File: src/rtl/mem_pkg.sv
// Shared definitions for the memory streamer slice.
//   state_t            : burst controller states (IDLE / FETCH / DRAIN)
//   DEFAULT_ADDR_WIDTH : default read address width
//   DEFAULT_DATA_WIDTH : default read / stream data width
//   DEFAULT_FIFO_DEPTH : default output buffer depth
package mem_pkg;

    typedef enum logic [1:0] {
        IDLE  = 2'd0,
        FETCH = 2'd1,
        DRAIN = 2'd2
    } state_t;

    localparam int DEFAULT_ADDR_WIDTH = 16;
    localparam int DEFAULT_DATA_WIDTH = 8;
    localparam int DEFAULT_FIFO_DEPTH = 2;

endpackage : mem_pkg

File: src/rtl/mem_streamer_if.sv
// Bus bundle between the streamer, its synchronous-read memory and the
// stream consumer.
//   read_addr : address to the memory (streamer -> memory)
//   read_data : memory data, one cycle after the address (memory -> streamer)
//   out_valid : stream byte valid (streamer -> consumer)
//   out_ready : consumer ready (consumer -> streamer)
//   out_data  : stream byte (streamer -> consumer)
// Modports: master = streamer side, slave = memory/consumer side.
interface mem_streamer_if
    import mem_pkg::*;
#(
    parameter int ADDR_WIDTH = DEFAULT_ADDR_WIDTH,
    parameter int DATA_WIDTH = DEFAULT_DATA_WIDTH
);

    logic [ADDR_WIDTH-1:0] read_addr;
    logic [DATA_WIDTH-1:0] read_data;
    logic                  out_valid;
    logic                  out_ready;
    logic [DATA_WIDTH-1:0] out_data;

    modport master (
        output read_addr,
        input  read_data,
        output out_valid,
        input  out_ready,
        output out_data
    );

    modport slave (
        input  read_addr,
        output read_data,
        input  out_valid,
        output out_ready,
        input  out_data
    );

endinterface : mem_streamer_if

File: src/rtl/stream_fifo.sv
// Small circular output buffer for the streamer.
//   clock     : rising-edge clock
//   reset     : asynchronous active-high reset (empties the buffer)
//   push      : write push_data this cycle
//   push_data : data to write
//   pop       : discard the head entry this cycle
//   count     : number of stored entries
//   head      : oldest entry (meaningful while count != 0)
// Push and pop in the same cycle are legal when full or empty; the caller
// guarantees it never pushes into a full buffer without popping.
module stream_fifo #(
    parameter int DEPTH = 2,
    parameter int WIDTH = 8,
    localparam int CNT_W = $clog2(DEPTH + 1),
    localparam int PTR_W = (DEPTH > 1) ? $clog2(DEPTH) : 1
) (
    input  logic             clock,
    input  logic             reset,
    input  logic             push,
    input  logic [WIDTH-1:0] push_data,
    input  logic             pop,
    output logic [CNT_W-1:0] count,
    output logic [WIDTH-1:0] head
);

    logic [WIDTH-1:0] mem [DEPTH];
    logic [PTR_W-1:0] wr_ptr_reg;
    logic [PTR_W-1:0] rd_ptr_reg;
    logic [CNT_W-1:0] count_reg;
    logic             do_push;
    logic             do_pop;

    // Pointers wrap explicitly so non-power-of-two depths work.
    function automatic logic [PTR_W-1:0] next_ptr(input logic [PTR_W-1:0] p);
        return (p == PTR_W'(DEPTH - 1)) ? '0 : p + PTR_W'(1);
    endfunction

    assign do_pop  = pop && (count_reg != '0);
    assign do_push = push && ((count_reg != CNT_W'(DEPTH)) || do_pop);

    // Storage carries no reset; validity is tracked by count_reg alone.
    always_ff @(posedge clock) begin
        if (do_push) begin
            mem[wr_ptr_reg] <= push_data;
        end
    end

    always_ff @(posedge clock or posedge reset) begin
        if (reset) begin
            wr_ptr_reg <= '0;
            rd_ptr_reg <= '0;
            count_reg  <= '0;
        end else begin
            if (do_push) begin
                wr_ptr_reg <= next_ptr(wr_ptr_reg);
            end
            if (do_pop) begin
                rd_ptr_reg <= next_ptr(rd_ptr_reg);
            end
            if (do_push && !do_pop) begin
                count_reg <= count_reg + CNT_W'(1);
            end else if (do_pop && !do_push) begin
                count_reg <= count_reg - CNT_W'(1);
            end
        end
    end

    assign count = count_reg;
    assign head  = mem[rd_ptr_reg];

endmodule : stream_fifo

File: src/rtl/mem_streamer.sv
// Burst reader: fetches `length` bytes starting at `base_addr` from a
// synchronous-read memory and streams them out over a valid/ready port.
//   clock     : rising-edge clock
//   reset     : asynchronous active-high reset
//   start     : begin a burst (only looked at while idle)
//   base_addr : first address, captured with start
//   length    : byte count, captured with start (0 -> immediate done)
//   busy      : high while not idle
//   done      : one-cycle completion pulse
//   bus       : memory read port and output stream (master side)
module mem_streamer
    import mem_pkg::*;
#(
    parameter int ADDR_WIDTH = DEFAULT_ADDR_WIDTH,
    parameter int DATA_WIDTH = DEFAULT_DATA_WIDTH,
    parameter int FIFO_DEPTH = DEFAULT_FIFO_DEPTH
) (
    input  logic                  clock,
    input  logic                  reset,
    input  logic                  start,
    input  logic [ADDR_WIDTH-1:0] base_addr,
    input  logic [ADDR_WIDTH-1:0] length,
    output logic                  busy,
    output logic                  done,
    mem_streamer_if.master        bus
);

    localparam int CNT_W = $clog2(FIFO_DEPTH + 1);
    localparam logic [CNT_W:0] DEPTH_C = (CNT_W + 1)'(FIFO_DEPTH);

    state_t                state_reg;
    logic [ADDR_WIDTH-1:0] base_reg;
    logic [ADDR_WIDTH-1:0] len_reg;
    logic [ADDR_WIDTH-1:0] issued_reg;
    logic [ADDR_WIDTH-1:0] addr_hold_reg;
    logic                  inflight_reg;
    logic                  done_zero_reg;

    logic [CNT_W-1:0]      fifo_count;
    logic [CNT_W:0]        occupancy;
    logic                  pop;
    logic                  issue;
    logic                  last_issue;
    logic                  drain_done;

    assign pop = bus.out_valid & bus.out_ready;

    // Slots already committed (buffered + one read in the memory pipeline).
    // A slot freed by this cycle's pop can be reused immediately, which is
    // what keeps the stream at one byte per cycle with only two entries.
    assign occupancy = {1'b0, fifo_count} + {{CNT_W{1'b0}}, inflight_reg};
    assign issue     = (state_reg == FETCH) &&
                       (occupancy < DEPTH_C + {{CNT_W{1'b0}}, pop});

    assign last_issue = (issued_reg == len_reg - ADDR_WIDTH'(1));

    // The final byte is the one leaving with nothing behind it in the buffer
    // or the memory pipeline; all addresses are already issued in DRAIN.
    assign drain_done = (state_reg == DRAIN) && pop &&
                        (fifo_count == CNT_W'(1)) && !inflight_reg;

    // Address wraps naturally through the ADDR_WIDTH-bit adder; outside
    // issuing cycles the last issued address is held so the memory sees a
    // stable bus (its reads are simply not captured).
    assign bus.read_addr = issue ? (base_reg + issued_reg) : addr_hold_reg;

    assign busy = (state_reg != IDLE);
    assign done = done_zero_reg | drain_done;

    always_ff @(posedge clock or posedge reset) begin
        if (reset) begin
            state_reg     <= IDLE;
            base_reg      <= '0;
            len_reg       <= '0;
            issued_reg    <= '0;
            addr_hold_reg <= '0;
            inflight_reg  <= 1'b0;
            done_zero_reg <= 1'b0;
        end else begin
            done_zero_reg <= 1'b0;
            inflight_reg  <= issue;
            if (issue) begin
                addr_hold_reg <= bus.read_addr;
                issued_reg    <= issued_reg + ADDR_WIDTH'(1);
            end
            case (state_reg)
                IDLE: begin
                    if (start) begin
                        if (length != '0) begin
                            base_reg   <= base_addr;
                            len_reg    <= length;
                            issued_reg <= '0;
                            state_reg  <= FETCH;
                        end else begin
                            done_zero_reg <= 1'b1;
                        end
                    end
                end
                FETCH: begin
                    if (issue && last_issue) begin
                        state_reg <= DRAIN;
                    end
                end
                DRAIN: begin
                    if (drain_done) begin
                        state_reg <= IDLE;
                    end
                end
                default: state_reg <= IDLE;
            endcase
        end
    end

    // Read data is captured only in the cycle after a real issue, so stale
    // returns (non-issuing cycles, or reads launched before a reset) drop.
    stream_fifo #(
        .DEPTH (FIFO_DEPTH),
        .WIDTH (DATA_WIDTH)
    ) u_fifo (
        .clock     (clock),
        .reset     (reset),
        .push      (inflight_reg),
        .push_data (bus.read_data),
        .pop       (pop),
        .count     (fifo_count),
        .head      (bus.out_data)
    );

    assign bus.out_valid = (fifo_count != '0);

endmodule : mem_streamer

File: src/flat_wrapper.sv
// flat-port wrapper written by rule: the top's interface ports become plain ports
module mem_streamer_flat import mem_pkg::*;
#(
    parameter int ADDR_WIDTH = DEFAULT_ADDR_WIDTH,
    parameter int DATA_WIDTH = DEFAULT_DATA_WIDTH,
    parameter int FIFO_DEPTH = DEFAULT_FIFO_DEPTH
)
  (clock, reset, start, base_addr, length, busy, done, bus_read_addr, bus_read_data, bus_out_valid, bus_out_ready, bus_out_data);
  mem_streamer_if #(.ADDR_WIDTH(ADDR_WIDTH), .DATA_WIDTH(DATA_WIDTH)) bus_i ();
  input  logic clock;
  input  logic reset;
  input  logic start;
  input  logic [ADDR_WIDTH-1:0] base_addr;
  input  logic [ADDR_WIDTH-1:0] length;
  output logic busy;
  output logic done;
  output wire logic [$bits(bus_i.read_addr)-1:0] bus_read_addr;
  input wire logic [$bits(bus_i.read_data)-1:0] bus_read_data;
  output wire logic [$bits(bus_i.out_valid)-1:0] bus_out_valid;
  input wire logic [$bits(bus_i.out_ready)-1:0] bus_out_ready;
  output wire logic [$bits(bus_i.out_data)-1:0] bus_out_data;
  assign bus_read_addr = bus_i.read_addr;
  assign bus_i.read_data = bus_read_data;
  assign bus_out_valid = bus_i.out_valid;
  assign bus_i.out_ready = bus_out_ready;
  assign bus_out_data = bus_i.out_data;
  mem_streamer #(.ADDR_WIDTH(ADDR_WIDTH), .DATA_WIDTH(DATA_WIDTH), .FIFO_DEPTH(FIFO_DEPTH)) u_core (.clock(clock), .reset(reset), .start(start), .base_addr(base_addr), .length(length), .busy(busy), .done(done), .bus(bus_i));
endmodule
File: config.mk
export PLATFORM = sky130hd
export DESIGN_NAME = mem_streamer_flat
export DESIGN_NICKNAME = d
export VERILOG_FILES = /design/src/rtl/mem_pkg.sv /design/src/rtl/mem_streamer_if.sv /design/src/rtl/stream_fifo.sv /design/src/rtl/mem_streamer.sv /design/src/flat_wrapper.sv
export SDC_FILE = /design/constraint.sdc
export NUM_CORES = 1
export LEC_CHECK = 0
export CORE_ASPECT_RATIO = 1.4
export CORE_UTILIZATION = 59
export DETAILED_ROUTE_END_ITERATION = 8
export PLACE_DENSITY = 0.86
export REMOVE_ABC_BUFFERS = 1
export SYNTH_ARGS = -nofsm -noshare
export SYNTH_HDL_FRONTEND = slang
export SYNTH_SLANG_ARGS = --single-unit
File: constraint.sdc
create_clock -name clock -period 6.2 [get_ports clock]
set_clock_uncertainty 0.05 [all_clocks]
set_input_delay 0.93 -clock clock [delete_from_list [all_inputs] [get_ports clock]]
set_output_delay 0.93 -clock clock [all_outputs]
set_load 0.01 [all_outputs]
; ---- After elaboration in Yosys (flattened, before gate mapping)
; Memory sizes are Yosys's and may differ from the RTL's.
; Cells that the tools add are included.
[word_totals]
regBits = 72
latchBits = 0
ramBits = 16
rom_bits = 0
inputBits = 44
out_inout_bits = 27
elab_cells = 71
memories = 1
[mem_list]
columns = memory, depth, width, rd, rd_clocked_by_memory_dff, wr, line
row1 = u_core.u_fifo.mem, 2, 8, 1, 0, 1, stream_fifo.sv:26  ; logic [WIDTH-1:0] mem [DEPTH];
[classes]
n_addsub = 9
n_mul = 0
div = 0
n_lt_le_gt_ge = 1
n_eq_ne = 9
shift = 0
mux = 19
bitwise = 2
n_reduce_logical = 20
[ops]
columns = operator, n
row1 = $mux 16, 5
row2 = $add 16x1->16 const B, 1
row3 = $add 16x16->16, 1
row4 = $eq 16x16->1, 1
row5 = $reduce_bool 16->1, 1
row6 = $sub 16x1->16 const B, 1
row7 = $mux 2, 6
row8 = $logic_and 1x1->1, 9
row9 = $mux 1, 7
row10 = $ne 2x2->1 const B, 3
row11 = $pmux 2 s3, 1
row12 = $reduce_bool 2->1, 3
row13 = $eq 2x1->1 const B, 2
row14 = $ne 2x1->1 const B, 2
row15 = $reduce_and 4->1, 1
row16 = $add 2x1->3, 1
row17 = $add 2x1->3 const A, 1
row18 = $logic_not 1->1, 3
row19 = $lt 3x3->1, 1
row20 = $reduce_and 3->1, 1
row21 = $add 1x1->1 const B, 2
row22 = $add 2x1->2 const B, 1
row23 = $eq 2x2->1 const B, 1
row24 = $logic_not 2->1, 1
row25 = 4 further kinds, 4

; ---- Logic depth before layout (Yosys ltp)
[logic_depth]
depth_word = 9
ltp_mapped = 10

; ---- Cells and area by module
; A second synthesis with hierarchy kept.
[unflattened]
cells_unflattened = 535
area_unflattened_um2 = 4967.3
[modules_own_cells]
columns = mod, n_inst, cells_per_inst, area_each_um2
row1 = mem_streamer, 1, 492, 4184.0
row2 = stream_fifo, 1, 43, 783.3

; ---- Least setup slack after synthesis
; Ideal clock, no wire load.
[synth_path]
path_type = register -> output
from = reg u_core.issued_reg[0]
to = out bus_read_addr[14]
t_arrival_ns = 2.330
required_ns = 5.220
setup_slack_ns = 2.890
stages_incl_launch_ff = 11
path_buffers = 0
path_cell_list = dfrtp_1 > ha_1 > inv_1 > fa_1 > nand2b_1 > a21oi_1 > nor4b_1 > o21ai_0 > a221oi_1 > xor2_1 > o21ai_0
[synth_between]
elab_chain_cells = 2
[synth_rtl]
columns = item, line
row1 = start: declaration, mem_streamer.sv:34  ; logic [ADDR_WIDTH-1:0] issued_reg;
row2 = start signal: assignment, mem_streamer.sv:84  ; issued_reg <= issued_reg + ADDR_WIDTH'(1);
row3 = $add 16x16->16, mem_streamer.sv:65  ; assign bus.read_addr = issue ? (base_reg + issued_reg) : addr_hold_reg;
row4 = $mux 16, mem_streamer.sv:65
row5 = end: declaration, flat_wrapper.sv:17  ; output wire logic [$bits(bus_i.read_addr)-1:0] bus_read_addr;
; Every way passes these cells.

; ---- Final worst setup path
; Ends and elaborated chain as after synthesis.

==> metrics.md <==
| Metric | Value |
|---|---|
| Vias | 3856 |
| RSZ-0062 raised after global routing | no |
| Clock Path Buffers | 2 |
| Port Buf Inserts | 70 |
| Power Total | a little under 2 mW |
| Worst skew pair latency | 0.37 ns |
| Total congestion overflow | 0 |
| I/O pin count | just over 70 |
| Register area share after synthesis | 47.9% |
| Routed WL | 10200 um |
| Antenna fix cells | 0 |
| Post-synth EDFFs | 16 |
| Worst Setup SP | u_core.issued_reg[0]$_DFF_PP0_ |
| Yosys cell types | 46 |
| DRC | 0 |
| H-tree levels | 3 |
| Final period utilization | 74.8% |
| Largest family of logic cells by synthesized area | simple AND/OR/NAND/NOR gates |
| Leakage power | 2.65 nW |
| Top_reg_cell synth | dfrtp_1 |
| DRT Pass-1 Iters | 5 |
| Pwr per Cell Area | 338 nW/um^2 |
| GRT Resource Usage Total | 26.2% |
| Nets | 642 |
| Slew headroom | 14.5% |
| Slew Viols, Final | 0 |
| R2R Path Start | u_core.u_fifo.count[0]$_DFFE_PP0P_ |
| Minimum clock period | 4.64 ns |
| Final setup fails | 0 |
| # Max-Cap Violations | 0 |
| Synthesized area | ~4800 um^2 |
| CP Max Fanout | 6 |
| Hold Path Class | reg2reg |
| Final Cell Area | 5710 um^2 |
| Post-synthesis compound-gate area fraction | 10.5% |
| GP Congestion | 0.829 |
| Post-CTS Setup Repair Bufs | 0 |
| Die Span Y | 108 um |
| Setup_tns | 0 ns |
| Die ar. | between 8000 and 9000 um^2 |
| Peak VDD IR | 0.244 mV |
| CP Capture Point | bus_read_addr[14] |
| Initial antenna violation count | 0 |
| Cell Count, Final, Fillers Out | between 600 and 700 |
| Asr flop ratio synth | ~82% |
| Dominant cell type by area after synthesis | dfrtp_1 |
| Antenna-violating nets left | 0 |
| Mean Syn Cell Area | 9.37 um^2 |
| Initial DRC Count | between 200 and 250 |
| Slew @ Worst Pin | 1.28 ns |
| Synth area leaders | dfrtp_1, edfxtp_1, nand2_1, ha_1, xor2_1 |
| CP Launch Type | register |
| Filler instances | 597 |
| Register Area | 2280 um^2 |
| Cts bufs inserted | 9 |
| Core Rows | 38 |
| Worst Reg-to-Reg Cells | 9 |
| Vias per cell | ~5.7 |
| Endpoints failing hold | 0 |
| Chip Width | 77.9 um |
| CP Data Arrival Time | 3.66 ns |
| Share of post-route cells with drive strength above 1 | 5.53% |
| Vias in the first global route | 3763 |
| Setup slack after layout | 1.56 ns |
| Status | completed |
| Cts repair resizes | 0 |
| Place WS | 1.67 ns |
| Seq cells post-synth | 88 |
| First-pass GRT wire length | 17000 um |
| Core ar. | 7800 um^2 |
| CTS tree | built |
| Post-synthesis mux area share | 2.10% |
| Cts hold-fix bufs | 0 |
| R2R Setup Slk | around 2.9 ns |
| Pin count of the biggest net entering global routing | 73 |
| Synth Area in Simple Gates | 21.1% |
| Xor/xnor share of the synthesized area | 9.38% |
| CP Capture Type | output port |
| Post-Synth Adder-Cell Area | 6.47% |
| Initial Util | 61.0% |
| Clock sinks | 88 |
| Inst Count DP | about 660 |
| Wire length per cell | 15.1 um |
| Synthesized instance count | 508 |
| Clk root buf | clkbuf_8 |
| Synthesis Warnings | 0 |
| Crit Path Category | reg2out |
| Cell area after placement | 5540 um^2 |
| Worst r2r dst | u_core.issued_reg[14]$_DFF_PP0_ |
| Layout Area Growth over Synthesis | 20.0% |
| Area occupied by multi-input gates | roughly 2400 um^2 |
| Crit path required time | 5.22 ns |
| Clock slew at reported path FFs | about 0.080 ns |
| F_max | 216 MHz |
| Post-DP HPWL | between 7000 and 8000 um |
| Post-synth top area share | between 30% and 40% |
-- how the worst min path moves through the flow --
stage	depth (start not counted)	end	slack (ns)	from
finish	2	u_core.addr_hold_reg[7]$_DFFE_PP0P_	0.42	u_core.addr_hold_reg[7]$_DFFE_PP0P_
global route	2	u_core.addr_hold_reg[15]$_DFFE_PP0P_	0.45	u_core.addr_hold_reg[15]$_DFFE_PP0P_
global placement	2	u_core.addr_hold_reg[13]$_DFFE_PP0P_	0.40	u_core.addr_hold_reg[13]$_DFFE_PP0P_
CTS	2	u_core.addr_hold_reg[5]$_DFFE_PP0P_	0.43	u_core.addr_hold_reg[5]$_DFFE_PP0P_
floorplan	2	u_core.addr_hold_reg[10]$_DFFE_PP0P_	0.39	u_core.addr_hold_reg[10]$_DFFE_PP0P_
detailed placement	2	u_core.addr_hold_reg[5]$_DFFE_PP0P_	0.41	u_core.addr_hold_reg[5]$_DFFE_PP0P_
-- cells in the final DEF (no fill, tap or decap), types with 2 or more instances in the layout --
master and instances:
and3_1 4, o211ai_1 2, o21a_1 4, clkbuf_8 9
nand3_1 9, a31oi_1 6, nand2_1 126, clkinv_2 2
dfrtp_1 72, nor2b_1 2, edfxtp_1 16, a21oi_1 19
a21o_1 4, nor2_1 25, nand3b_1 2, a221oi_1 2
clkinvlp_4 3, nand2b_1 9, o21ai_0 44, nand4_1 4
nor4_1 9, inv_1 13, a211o_1 2, clkdlybuf4s50_1 70
mux2_2 8, nor3b_1 3, a31o_2 2, or4_1 2
or3_1 5, xnor2_1 21, nor3_1 7, xor2_1 30
ha_1 23
-- cell families (layout without fill, tap and decap cells) --
family	after synthesis	in the layout
multiplexers	9	9
flip-flops	88	88
XOR/XNOR	51	51
AND/OR/NAND/NOR	217	217
AO/OA/AOI/OAI	88	88
buffers and inverters	31	102
adder cells (fa/ha/maj)	24	24
-- layout make-up --
| class | count | area share, % |
|---|---|---|
| clock buffers | 10 | 2.23 |
| inverters | 15 | 1.01 |
| flip-flops and latches | 88 | 39.9 |
| repair buffers | 71 | 12.4 |
| clock inverters | 6 | 0.788 |
| well taps | 100 | 2.19 |
| multi-input cells | 389 | 41.4 |
-- Yosys cell counts (2+ instances only) --
cell type  number
nor2_1         25
a211o_1         2
nor4_1          9
o21ai_0        44
a221oi_1        2
xnor2_1        21
a31o_2          2
inv_1          14
nand2b_1        9
o21a_1          4
a21o_1          4
nor3b_1         3
mux2_2          8
nand3_1         9
clkbuf_1       15
or4_1           2
dfrtp_1        72
and3_1          4
a31oi_1         6
nor3_1          7
nand3b_1        2
xor2_1         30
edfxtp_1       16
or3_1           5
nor2b_1         3
a21oi_1        19
o211ai_1        2
ha_1           23
nand2_1       126
nand4_1         4
-- power breakdown --
group          switching (mW)  internal, mW
Clock                   0.213         0.147
Sequential             0.0912         0.701
Combinational           0.420         0.361
-- per-stage QoR --
step / hold slack, ns / util [%]
floorplan: 0.389 / -
global placement: 0.403 / 71.1
detailed placement: 0.410 / 71.1
CTS: 0.430 / 73.3
global route: 0.451 / 73.3
finish: 0.423 / 73.3
-- critical path, stage by stage (launching register included) --
cell             delay [ns]
dfrtp_1                0.52
ha_1                   0.25
inv_1                  0.07
fa_1                   0.41
nand2b_1               0.20
a21oi_1                0.23
nor4b_1                0.08
o21ai_0                0.38
a221oi_1               0.21
xor2_1                 0.19
o21ai_0                0.16
clkdlybuf4s50_1        0.58
-- per-layer routing --
layer,vias to the layer above,share of wire [%],global-route usage [%]
met5,-,0,0
met4,0,2.8,13.4
met3,23,3.7,4.81
met2,93,54,47.0
met1,1852,40,29.9
li1,1888,-,-
(Power assumes the default switching activity.)
